==> config.mk <==
export PLATFORM = sky130hd
export DESIGN_NAME = prewish_mask_arbiter
export DESIGN_NICKNAME = d
export VERILOG_FILES = /design/src/rtl/prewish_mask_arbiter_pkg.sv /design/src/rtl/prewish_holdoff_timer.sv /design/src/rtl/prewish_mask_arbiter.sv
export SDC_FILE = /design/constraint.sdc
export NUM_CORES = 1
export LEC_CHECK = 0
export CORE_ASPECT_RATIO = 0.9
export CORE_MARGIN = 2
export CORE_UTILIZATION = 40
export CTS_CLUSTER_SIZE = 10
export DETAILED_ROUTE_END_ITERATION = 16
export HOLD_SLACK_MARGIN = 0.1
export PLACE_DENSITY_LB_ADDON = 0.12
export SLEW_MARGIN = 20
export SYNTH_ARGS = -nofsm -noshare
export SYNTH_HDL_FRONTEND = slang
export SYNTH_SLANG_ARGS = --single-unit
==> constraint.sdc <==
create_clock -name CLK_I -period 1.6 [get_ports CLK_I]
set_input_delay 0.32 -clock CLK_I [delete_from_list [all_inputs] [get_ports CLK_I]]
set_output_delay 0.32 -clock CLK_I [all_outputs]
set_load 0.01 [all_outputs]
==> src/rtl/prewish_mask_arbiter_pkg.sv <==
// Shared definitions for the mask-load arbiter: FSM state encoding,
// default widths and the round-robin winner selection helper.
package prewish_mask_arbiter_pkg;

  localparam int MASK_W_DEFAULT       = 8;
  localparam int HOLDOFF_BITS_DEFAULT = 4;

  typedef enum logic [1:0] {
    ST_IDLE    = 2'd0,
    ST_GRANT   = 2'd1,
    ST_HOLDOFF = 2'd2
  } state_t;

  // Winner index for the pending strobes. When both requesters are pending,
  // favour1 decides (1 = req1 has first claim). Otherwise the single active
  // requester wins; the result is only used when at least one strobe is high.
  function automatic logic pick_winner(input logic stb0, input logic stb1,
                                       input logic favour1);
    if (stb0 && stb1) begin
      return favour1;
    end
    return stb1;
  endfunction

endpackage

==> src/rtl/prewish_holdoff_timer.sv <==
// Load-and-count-down timer. A load arms the timer with all-ones; it then
// counts down once per cycle and raises done for exactly one cycle while the
// count sits at zero, after which it disarms until the next load.
module prewish_holdoff_timer #(
  parameter int HOLDOFF_BITS = 4
) (
  input  logic clk,
  input  logic rst,
  input  logic load,
  output logic done
);

  logic [HOLDOFF_BITS-1:0] count;
  logic                    armed;

  // Count register: load to max, decrement while armed, disarm after zero.
  always_ff @(posedge clk) begin
    if (rst) begin
      count <= '0;
      armed <= 1'b0;
    end else if (load) begin
      count <= '1;
      armed <= 1'b1;
    end else if (armed) begin
      if (count != '0) begin
        count <= count - 1'b1;
      end else begin
        armed <= 1'b0;
      end
    end
  end

  // Done pulse: the single armed cycle where the count has reached zero.
  always_comb begin
    done = armed && (count == '0);
  end

endmodule

==> src/rtl/prewish_mask_arbiter.sv <==
// Arbitrates the blinky mask-load port between the manual path (req0) and
// the auto-pattern path (req1).
//
// Handshake: each requester raises STBx_I with DATx_I stable and holds both
// until it sees a one-cycle ACKx_O; dropping STB earlier withdraws the
// request. The winner's data is forwarded to the blinky as a one-cycle STB_O
// with DAT_O, and DAT_O then holds that mask until the next grant.
//
// Each grant is followed by 2^HOLDOFF_BITS hold-off cycles so mask updates
// cannot land back-to-back. All outputs decode registered state only.
module prewish_mask_arbiter
  import prewish_mask_arbiter_pkg::*;
#(
  parameter int MASK_W       = MASK_W_DEFAULT,
  parameter int HOLDOFF_BITS = HOLDOFF_BITS_DEFAULT
) (
  input  logic              CLK_I,
  input  logic              RST_I,
  input  logic              STB0_I,
  input  logic [MASK_W-1:0] DAT0_I,
  output logic              ACK0_O,
  input  logic              STB1_I,
  input  logic [MASK_W-1:0] DAT1_I,
  output logic              ACK1_O,
  output logic              STB_O,
  output logic [MASK_W-1:0] DAT_O,
  output logic              o_busy,
  output logic              o_src,
  output state_t            dbg_state
);

  state_t            state;
  state_t            next_state;
  logic              winner_q;
  logic              favour1_q;
  logic [MASK_W-1:0] dat_q;
  logic              take_src;
  logic              take;
  logic              timer_load;
  logic              timer_done;

  // Winner selection among pending strobes, round-robin on collision.
  always_comb begin
    take_src = pick_winner(STB0_I, STB1_I, favour1_q);
    take     = (state == ST_IDLE) && (STB0_I || STB1_I);
  end

  // FSM state register.
  always_ff @(posedge CLK_I) begin
    if (RST_I) begin
      state <= ST_IDLE;
    end else begin
      state <= next_state;
    end
  end

  // FSM next-state logic: IDLE -> GRANT (1 cycle) -> HOLDOFF -> IDLE.
  always_comb begin
    next_state = state;
    case (state)
      ST_IDLE: begin
        if (STB0_I || STB1_I) begin
          next_state = ST_GRANT;
        end
      end
      ST_GRANT: begin
        next_state = ST_HOLDOFF;
      end
      ST_HOLDOFF: begin
        if (timer_done) begin
          next_state = ST_IDLE;
        end
      end
      default: begin
        next_state = ST_IDLE;
      end
    endcase
  end

  // Grant capture: latch winner and its mask, hand first claim to the other.
  always_ff @(posedge CLK_I) begin
    if (RST_I) begin
      winner_q  <= 1'b0;
      favour1_q <= 1'b0;
      dat_q     <= '0;
    end else if (take) begin
      winner_q  <= take_src;
      favour1_q <= ~take_src;
      dat_q     <= take_src ? DAT1_I : DAT0_I;
    end
  end

  // FSM outputs decoded from registered state only.
  always_comb begin
    STB_O      = (state == ST_GRANT);
    ACK0_O     = (state == ST_GRANT) && !winner_q;
    ACK1_O     = (state == ST_GRANT) && winner_q;
    o_busy     = (state != ST_IDLE);
    o_src      = winner_q;
    DAT_O      = dat_q;
    dbg_state  = state;
    timer_load = (state == ST_GRANT);
  end

  prewish_holdoff_timer #(
    .HOLDOFF_BITS (HOLDOFF_BITS)
  ) u_holdoff (
    .clk  (CLK_I),
    .rst  (RST_I),
    .load (timer_load),
    .done (timer_done)
  );

endmodule
==> summary.txt, run 1 <==
Outcome
  • Outcome: complete, no violations

Clock network
  • # H-tree levels: 1
  • Num CTS Buffers: 3
  • CTS Sinks: 17
  • Root Driver: clkbuf_4
  • Clock Path Buffers: 2
  • Clock transition at path regs: approximately 100 ps
  • CTS tree: done
  • # Post-CTS Setup Buffers: 0
  • Hold_buf cts: 0
  • Later-pin clock latency in the skew report: 290 ps

Layout
  • Final net count: ~160
  • FF+latch area: approximately 340 um2
  • Final cell count without fillers: roughly 160
  • Area occupied by multi-input gates: about 440 um2
  • Layout fillers: 167
  • Area growth syn-to-layout: 58.4%
  • Ant diodes: 0
  • Final Util: 0.664
  • Share of cells above drive strength 1: 0.169

Worst setup path
  • CP Cell Sequence: clkdlybuf4s50_1
  • R2R Path End: u_holdoff.count[1]$_SDFFE_PP0P_
  • Setup crit start kind: flop
  • Delay-heaviest family, CP: buffers and inverters
  • Crit Path Max Fanout: 4
  • Critical Path AT: roughly 1200 ps
  • Reg2reg start: u_holdoff.count[0]$_SDFFE_PP0P_
  • Reg-to-reg slack, setup: approximately 70 ps
  • CP Buf/Inv Count: 1
  • Crit Path Class: reg -> out
  • CP max stage cell: clkdlybuf4s50_1
  • Worst EP required: about 1300 ps
  • Maximum single-stage delay on the critical path: around 550 ps
  • Worst reg-to-reg path cell count: 5
  • Worst setup EP type: output port

Die
  • Core area: around 1900 um2
  • Die area: ~2400 um2
  • Initial Util: 0.419
  • Die Y: between 40 and 50 um
  • Rows: 15
  • Io pins: 35
  • Die width: approximately 51 um

Routing
  • 1st-iter DRT viols: 14
  • DRT antenna net count: 0
  • Overall via count from detail_route: between 800 and 900
  • TritonRoute pass-1 iters: 4
  • Residual DRC: 0
  • Routed WL: between 2000 and 2500 um
  • Top sig layer: met4
  • WL/cell: 13.9 um
  • M1 wire length: ~1100 um
  • Vias per inst: between 5 and 6
  • Met2 WL: between 1000 and 1500 um
  • WL met3: 125 um

Power and ir drop
  • Power per cell area: ~900 nW/um2
  • Worst VDD drop: 0.000603 V
  • Pint: 0.789 mW
  • Leak: ~0.47 nW
  • Clock power share: 0.203
  • Sequential share of power: 0.451
  • Sw Share: 0.306
  • Comb power frac: 0.346
  • Switch Pwr: ~0.35 mW

Global route
  • Grt total ovfl: 0
  • Initial antenna violation count: 0
  • Vias in the first global route: around 820
  • Gr usage total: 0.208
  • Largest net degree at the start of global routing: 18
  • First-pass GRT wire length: between 3000 and 4000 um

Synthesis
  • Number of synthesized register bits: 17
  • Largest family of logic cells by synthesized area: simple AND/OR/NAND/NOR gates
  • Sequential element share of the synthesized area: 0.428
  • Gate Count Post-Synth: 94
  • Synthesized area: between 700 and 800 um2
  • Synth Area in Adders: 0.0157
  • Complex-gate fraction of the synthesized area: 0.194
  • Synth Area in Simple Gates: 0.306
  • Mux share of post-synthesis cell area: 0.0126
  • Synth unique cells: 26
  • Post-Syn Nets: ~120
  • Post-Synth XOR/XNOR Area: 0
  • YS warnings: 0
  • Avg Cell Area, Syn: 8.45 um2

Placement
  • Placed instance count: about 160
  • Port Buf Inserts: 34
  • Gpl congestion: between 0.7 and 0.8
  • DP Wirelength: ~1700 um

Timing
  • Tcrit/Tclk final: 0.964
  • Tmin final: ~1500 ps
  • Max-slew violation count: 0
  • # setup viols final: 0
  • Slew headroom: 0.651
  • Hold Vio Cnt, Final: 0
  • Fmax: 0.648 GHz
  • Setup TNS: 0 ps
  • Clock Skews: between 9 and 10 ps
  • RSZ-0062 raised after global routing: no
  • Worst Max-Slew Pin Slew: about 520 ps

Min path
  • HP Start: DAT_O[1]$_SDFFE_PP0P_
  • Worst min path class: reg -> reg
  • Hold EP: DAT_O[1]$_SDFFE_PP0P_
  • WHS Path Cells: 2

Job
  • Max capacitance violation total: 0
==> metrics by stage <==
stage / power [mW] / instance area [um2] / worst slack, ps / hold slack, ps
after detailed placement: 0.900 / 1210 / 39.0 / 483
final: 1.14 / 1260 / 57.4 / 498
after floorplan: 0.699 / 795 / 182 / 462
after global placement: 0.889 / 1210 / 78.9 / 478
after CTS: 1.13 / 1240 / 20.8 / 497
after global routing: 1.20 / 1260 / 3.88 / 517
==> flip-flops by register name, indices dropped and copies added, names as in the netlist <==
| register | flops |
|---|---|
| DAT_O | 8 |
| u_holdoff.count | 4 |
| dbg_state | 2 |
| favour1_q | 1 |
| o_src | 1 |
| u_holdoff.armed | 1 |
==> worst max path at each step <==
stage | start | endpoint | slack (ps) | cells after the start
after floorplan | u_holdoff.count[1]$_SDFFE_PP0P_ | u_holdoff.count[1]$_SDFFE_PP0P_ | 180 | 5
after global placement | STB1_I | DAT_O[5]$_SDFFE_PP0P_ | 80 | 5
after detailed placement | STB0_I | DAT_O[7]$_SDFFE_PP0P_ | 40 | 4
after CTS | dbg_state[1]$_SDFFE_PP0P_ | ACK1_O | 20 | 4
after global routing | u_holdoff.count[1]$_SDFFE_PP0P_ | u_holdoff.count[1]$_SDFFE_PP0P_ | 4 | 5
final | o_src$_SDFFE_PP0P_ | o_src | 60 | 1
==> area by class of cell <==
cell class	instances	share of cell area
Clock buffer	4	0.0209
Inverter	4	0.0119
Multi-Input combinational cell	68	0.349
Sequential cell	17	0.272
Tap cell	25	0.0249
Timing Repair Buffer	43	0.321
==> synth_stat cells (all sizes together) <==
master | number | area (um2)
dfxtp | 17 | 340
nand3 | 16 | 80.1
a31oi | 9 | 56.3
o21ai | 9 | 45.0
a21oi | 5 | 25.0
nand2 | 5 | 18.8
nand2b | 5 | 31.3
inv | 4 | 15.0
nor2 | 4 | 15.0
clkbuf | 3 | 11.3
and4 | 2 | 20.0
buf | 2 | 8.75
nor3b | 2 | 25.0
a211oi | 1 | 12.5
a311oi | 1 | 15.0
and2 | 1 | 6.26
ha | 1 | 12.5
mux2i | 1 | 10.0
nand4b | 1 | 8.76
nor2b | 1 | 6.26
nor3 | 1 | 5.00
nor4b | 1 | 8.76
or2 | 1 | 6.26
or3b | 1 | 11.3
==> layout by cell type (no fill, tap or decap), types with 2 or more instances in the layout <==
cell type | synthesis | final
nand2_1 | 5 | 5
o21ai_0 | 9 | 9
nor3b_2 | 2 | 2
clkbuf_4 | 0 | 3
dlygate4sd2_1 | 0 | 3
a31oi_1 | 9 | 9
clkdlybuf4s50_1 | 0 | 29
clkdlybuf4s15_1 | 0 | 2
buf_4 | 0 | 9
dfxtp_2 | 0 | 2
inv_1 | 4 | 4
nand3_1 | 16 | 16
nor2_1 | 4 | 4
a21oi_1 | 5 | 5
dfxtp_1 | 17 | 15
nand2b_1 | 5 | 4
==> cells by family after synthesis <==
| logic type | after synthesis |
|---|---|
| and+or+nand+nor | 41 |
| AOI/OAI and AO/OA | 25 |
| DFF | 17 |
| buffers and inverters | 9 |
| muxes | 1 |
| adders and majority gates | 1 |
==> power groups by stage <==
stage	registers [mW]	logic (mW)	clock network, mW
after detailed placement	0.519	0.381	0
after global placement	0.515	0.374	0
after floorplan	0.528	0.171	0
after CTS	0.512	0.379	0.235
after global routing	0.520	0.425	0.256
final	0.512	0.393	0.231
==> metal layers <==
layer / vias to the layer above / track usage
met3: 4 / 0.0422
li1: 431 / -
met2: 31 / 0.356
met4: 0 / 0.0486
met5: - / 0
met1: 412 / 0.272
==> timing repair <==
action,in CTS,in global routing
endpoints found under the hold margin,0,0
gates resized for setup,7,5
pin swaps,0,0
setup endpoints to repair,5,3
No activity file was read; power rests on OpenSTA's default activity.
==> run 2, diff against run 1 <==
- CORE_MARGIN: 2 -> 3
==> run 2 against run 1 <==
  * Sequential cell count unchanged
  * Worst hold slack improved by 3.4 ps
  * Routed wire length about the same
  * Core utilization increased by 3.7 points
  * Sequential share of layout area increased by 0.51 points
  * Register-to-register slack about the same
  * Clock power about the same
  * Clock-buffer cell count decreased by 1
  * Cell area decreased by 1.5%
  * Critical endpoint is now o_busy
  * Largest cell class unchanged
  * Largest power group unchanged
  * Highest routed layer unchanged
==> summary.txt, run 2 (synthesis results as in run 1) <==
Outcome
  • Outcome: complete, no violations (unchanged)

Power and ir drop
  • Power per cell area: 901 nW/um2 (was 903 nW/um2)
  • Tot Pwr: 1.12 mW (was 1.14 mW)
  • Leak: 0.475 nW (was 0.473 nW)
  • Worst VDD drop: 0.000671 V (was 0.000603 V)

Layout
  • Area growth syn-to-layout: 56.1% (was 58.4%)
  • Commonest cells after routing, fill and taps aside: clkdlybuf4s50_1 (28), nand3_1 (16), dfxtp_1 (14) (was clkdlybuf4s50_1 (29), nand3_1 (16), dfxtp_1 (15))
  • Max FFs per register: 8 (unchanged)
  • Layout fillers: 156 (was 167)
  • Final net count: 157 (was 158)
  • Most common cell after layout, fill and taps aside: clkdlybuf4s50_1 (unchanged)
  • Final Util: 0.701 (was 0.664)
  • Ant diodes: 0 (unchanged)
  • Final cell count without fillers: 159 (was 161)
  • Share of cells above drive strength 1: 0.178 (was 0.169)

Routing
  • 1st-iter DRT viols: 12 (was 14)
  • Vias per inst: 5.30 (was 5.45)
  • WL/cell: 14.1 um (was 13.9 um)
  • Overall via count from detail_route: 843 (was 878)
  • Routed WL: 2240 um (about the same)
  • DRT antenna net count: 0 (unchanged)
  • TritonRoute pass-1 iters: 4 (unchanged)
  • Residual DRC: 0 (unchanged)

Die
  • Io pins: 35 (unchanged)
  • Rows: 14 (was 15)
  • Die width: 53.0 um (was 51.0 um)
  • Initial Util: 0.449 (was 0.419)
  • Die area: 2560 um2 (was 2360 um2)
  • Core area: 1770 um2 (was 1900 um2)
  • Die Y: 48.3 um (was 46.3 um)

Worst setup path
  • Critical Path AT: 1250 ps (was 1220 ps)
  • Worst setup EP type: output port (unchanged)
  • Crit Path Max Fanout: 3 (was 4)
  • Worst EP required: 1280 ps (about the same)
  • Crit Path Class: reg -> out (unchanged)
  • Setup crit start kind: flop (unchanged)

Clock network
  • Clock Path Buffers: 2 (unchanged)
  • CTS tree: done (unchanged)
  • Root Driver: clkbuf_4 (unchanged)
  • # Post-CTS Setup Buffers: 0 (unchanged)
  • Later-pin clock latency in the skew report: 290 ps (about the same)
  • CTS Sinks: 17 (unchanged)
  • Hold_buf cts: 0 (unchanged)
  • Num CTS Buffers: 3 (unchanged)
  • Clock transition at path regs: 100 ps (about the same)
  • # H-tree levels: 1 (unchanged)

Timing
  • Worst Max-Slew Pin Slew: 491 ps (was 522 ps)
  • RSZ-0062 raised after global routing: no (unchanged)
  • Fmax: 0.638 GHz (was 0.648 GHz)
  • # setup viols final: 0 (unchanged)
  • Clock Skews: 5.26 ps (was 9.91 ps)
  • Slew headroom: 0.671 (was 0.651)
  • Max-slew violation count: 0 (unchanged)
  • Tmin final: 1570 ps (was 1540 ps)
  • Setup TNS: 0 ps (unchanged)
  • Hold Vio Cnt, Final: 0 (unchanged)
  • Tcrit/Tclk final: 0.980 (was 0.964)

Job
  • Max capacitance violation total: 0 (unchanged)

Global route
  • Grt total ovfl: 0 (unchanged)
  • Vias in the first global route: 799 (was 816)
  • Largest net degree at the start of global routing: 18 (unchanged)
  • Initial antenna violation count: 0 (unchanged)
  • Gr usage total: 0.194 (was 0.208)
  • First-pass GRT wire length: 3560 um (was 3590 um)

Placement
  • Placed instance count: 155 (was 157)
  • Port Buf Inserts: 34 (unchanged)
  • Gpl congestion: 0.735 (was 0.757)
  • DP Wirelength: 1670 um (was 1660 um)

Min path
  • Worst min path class: reg -> reg (unchanged)
run 2: cell count changes in the layout (fill, tap and decap cells not counted), sizes merged:
cell	before	now
clkdlybuf4s50	29	28
clkdlybuf4s15	2	1
clkbuf	4	3
buf	9	8
clkinv	0	1
dlygate4sd2	3	5
run 2: layout make-up:
type,instances,area (um2),share of cell area
clock buffers,3,22.5,0.0182
well taps,24,30.0,0.0242
flip-flops and latches,17,344,0.277
inverters,4,15.0,0.0121
clock inverters,1,5.00,0.00404
repair buffers,42,394,0.318
multi-input cells,68,429,0.346
run 2: critical path, stage by stage (launching register included):
cell and delay, ps:
dfxtp_2 350, or2_2 310, dlygate4sd2_1 290
run 2: path summary, 6_finish.rpt:
check / startpoint / to / slack [ps] / cells after the start
worst max-delay path: dbg_state[0]$_SDFFE_PP0P_ / o_busy / 30 / 2
worst min-delay path: DAT_O[7]$_SDFFE_PP0P_ / DAT_O[7]$_SDFFE_PP0P_ / 500 / 2
worst max register to register: u_holdoff.count[0]$_SDFFE_PP0P_ / u_holdoff.count[0]$_SDFFE_PP0P_ / 70 / 5
worst min register to register: DAT_O[7]$_SDFFE_PP0P_ / DAT_O[7]$_SDFFE_PP0P_ / 500 / 2
run 2: layer usage:
layer / wire, um / track usage / vias up
li1: - / - / 422
met4: 22 / 0.0918 / 0
met1: 1020 / 0.253 / 385
met2: 1010 / 0.309 / 34
met5: 0 / 0 / -
met3: 190 / 0.0428 / 2
run 2: through the flow:
step	worst slack [ps]	hold WS (ps)	cell area, um2
3_3_place_gp	53.8	477	1200
4_1_cts	3.23	502	1230
6_report	31.5	501	1240
5_1_grt	0.640	532	1240
2_1_floorplan	182	462	795
3_5_place_dp	27.4	483	1200
run 2: power breakdown:
part | switching [mW] | leakage (nW) | internal (mW)
Sequential | 0.0374 | 0.141 | 0.474
Combinational | 0.170 | 0.316 | 0.206
Clock | 0.137 | 0.0177 | 0.0928
Total | 0.344 | 0.475 | 0.773
run 2: timing repair:
item | 4_1_cts | 5_1_grt
pin swaps | 0 | 0
hold endpoints to repair | 0 | 0
setup endpoints to repair | 6 | 5
gates resized for setup | 7 | 5
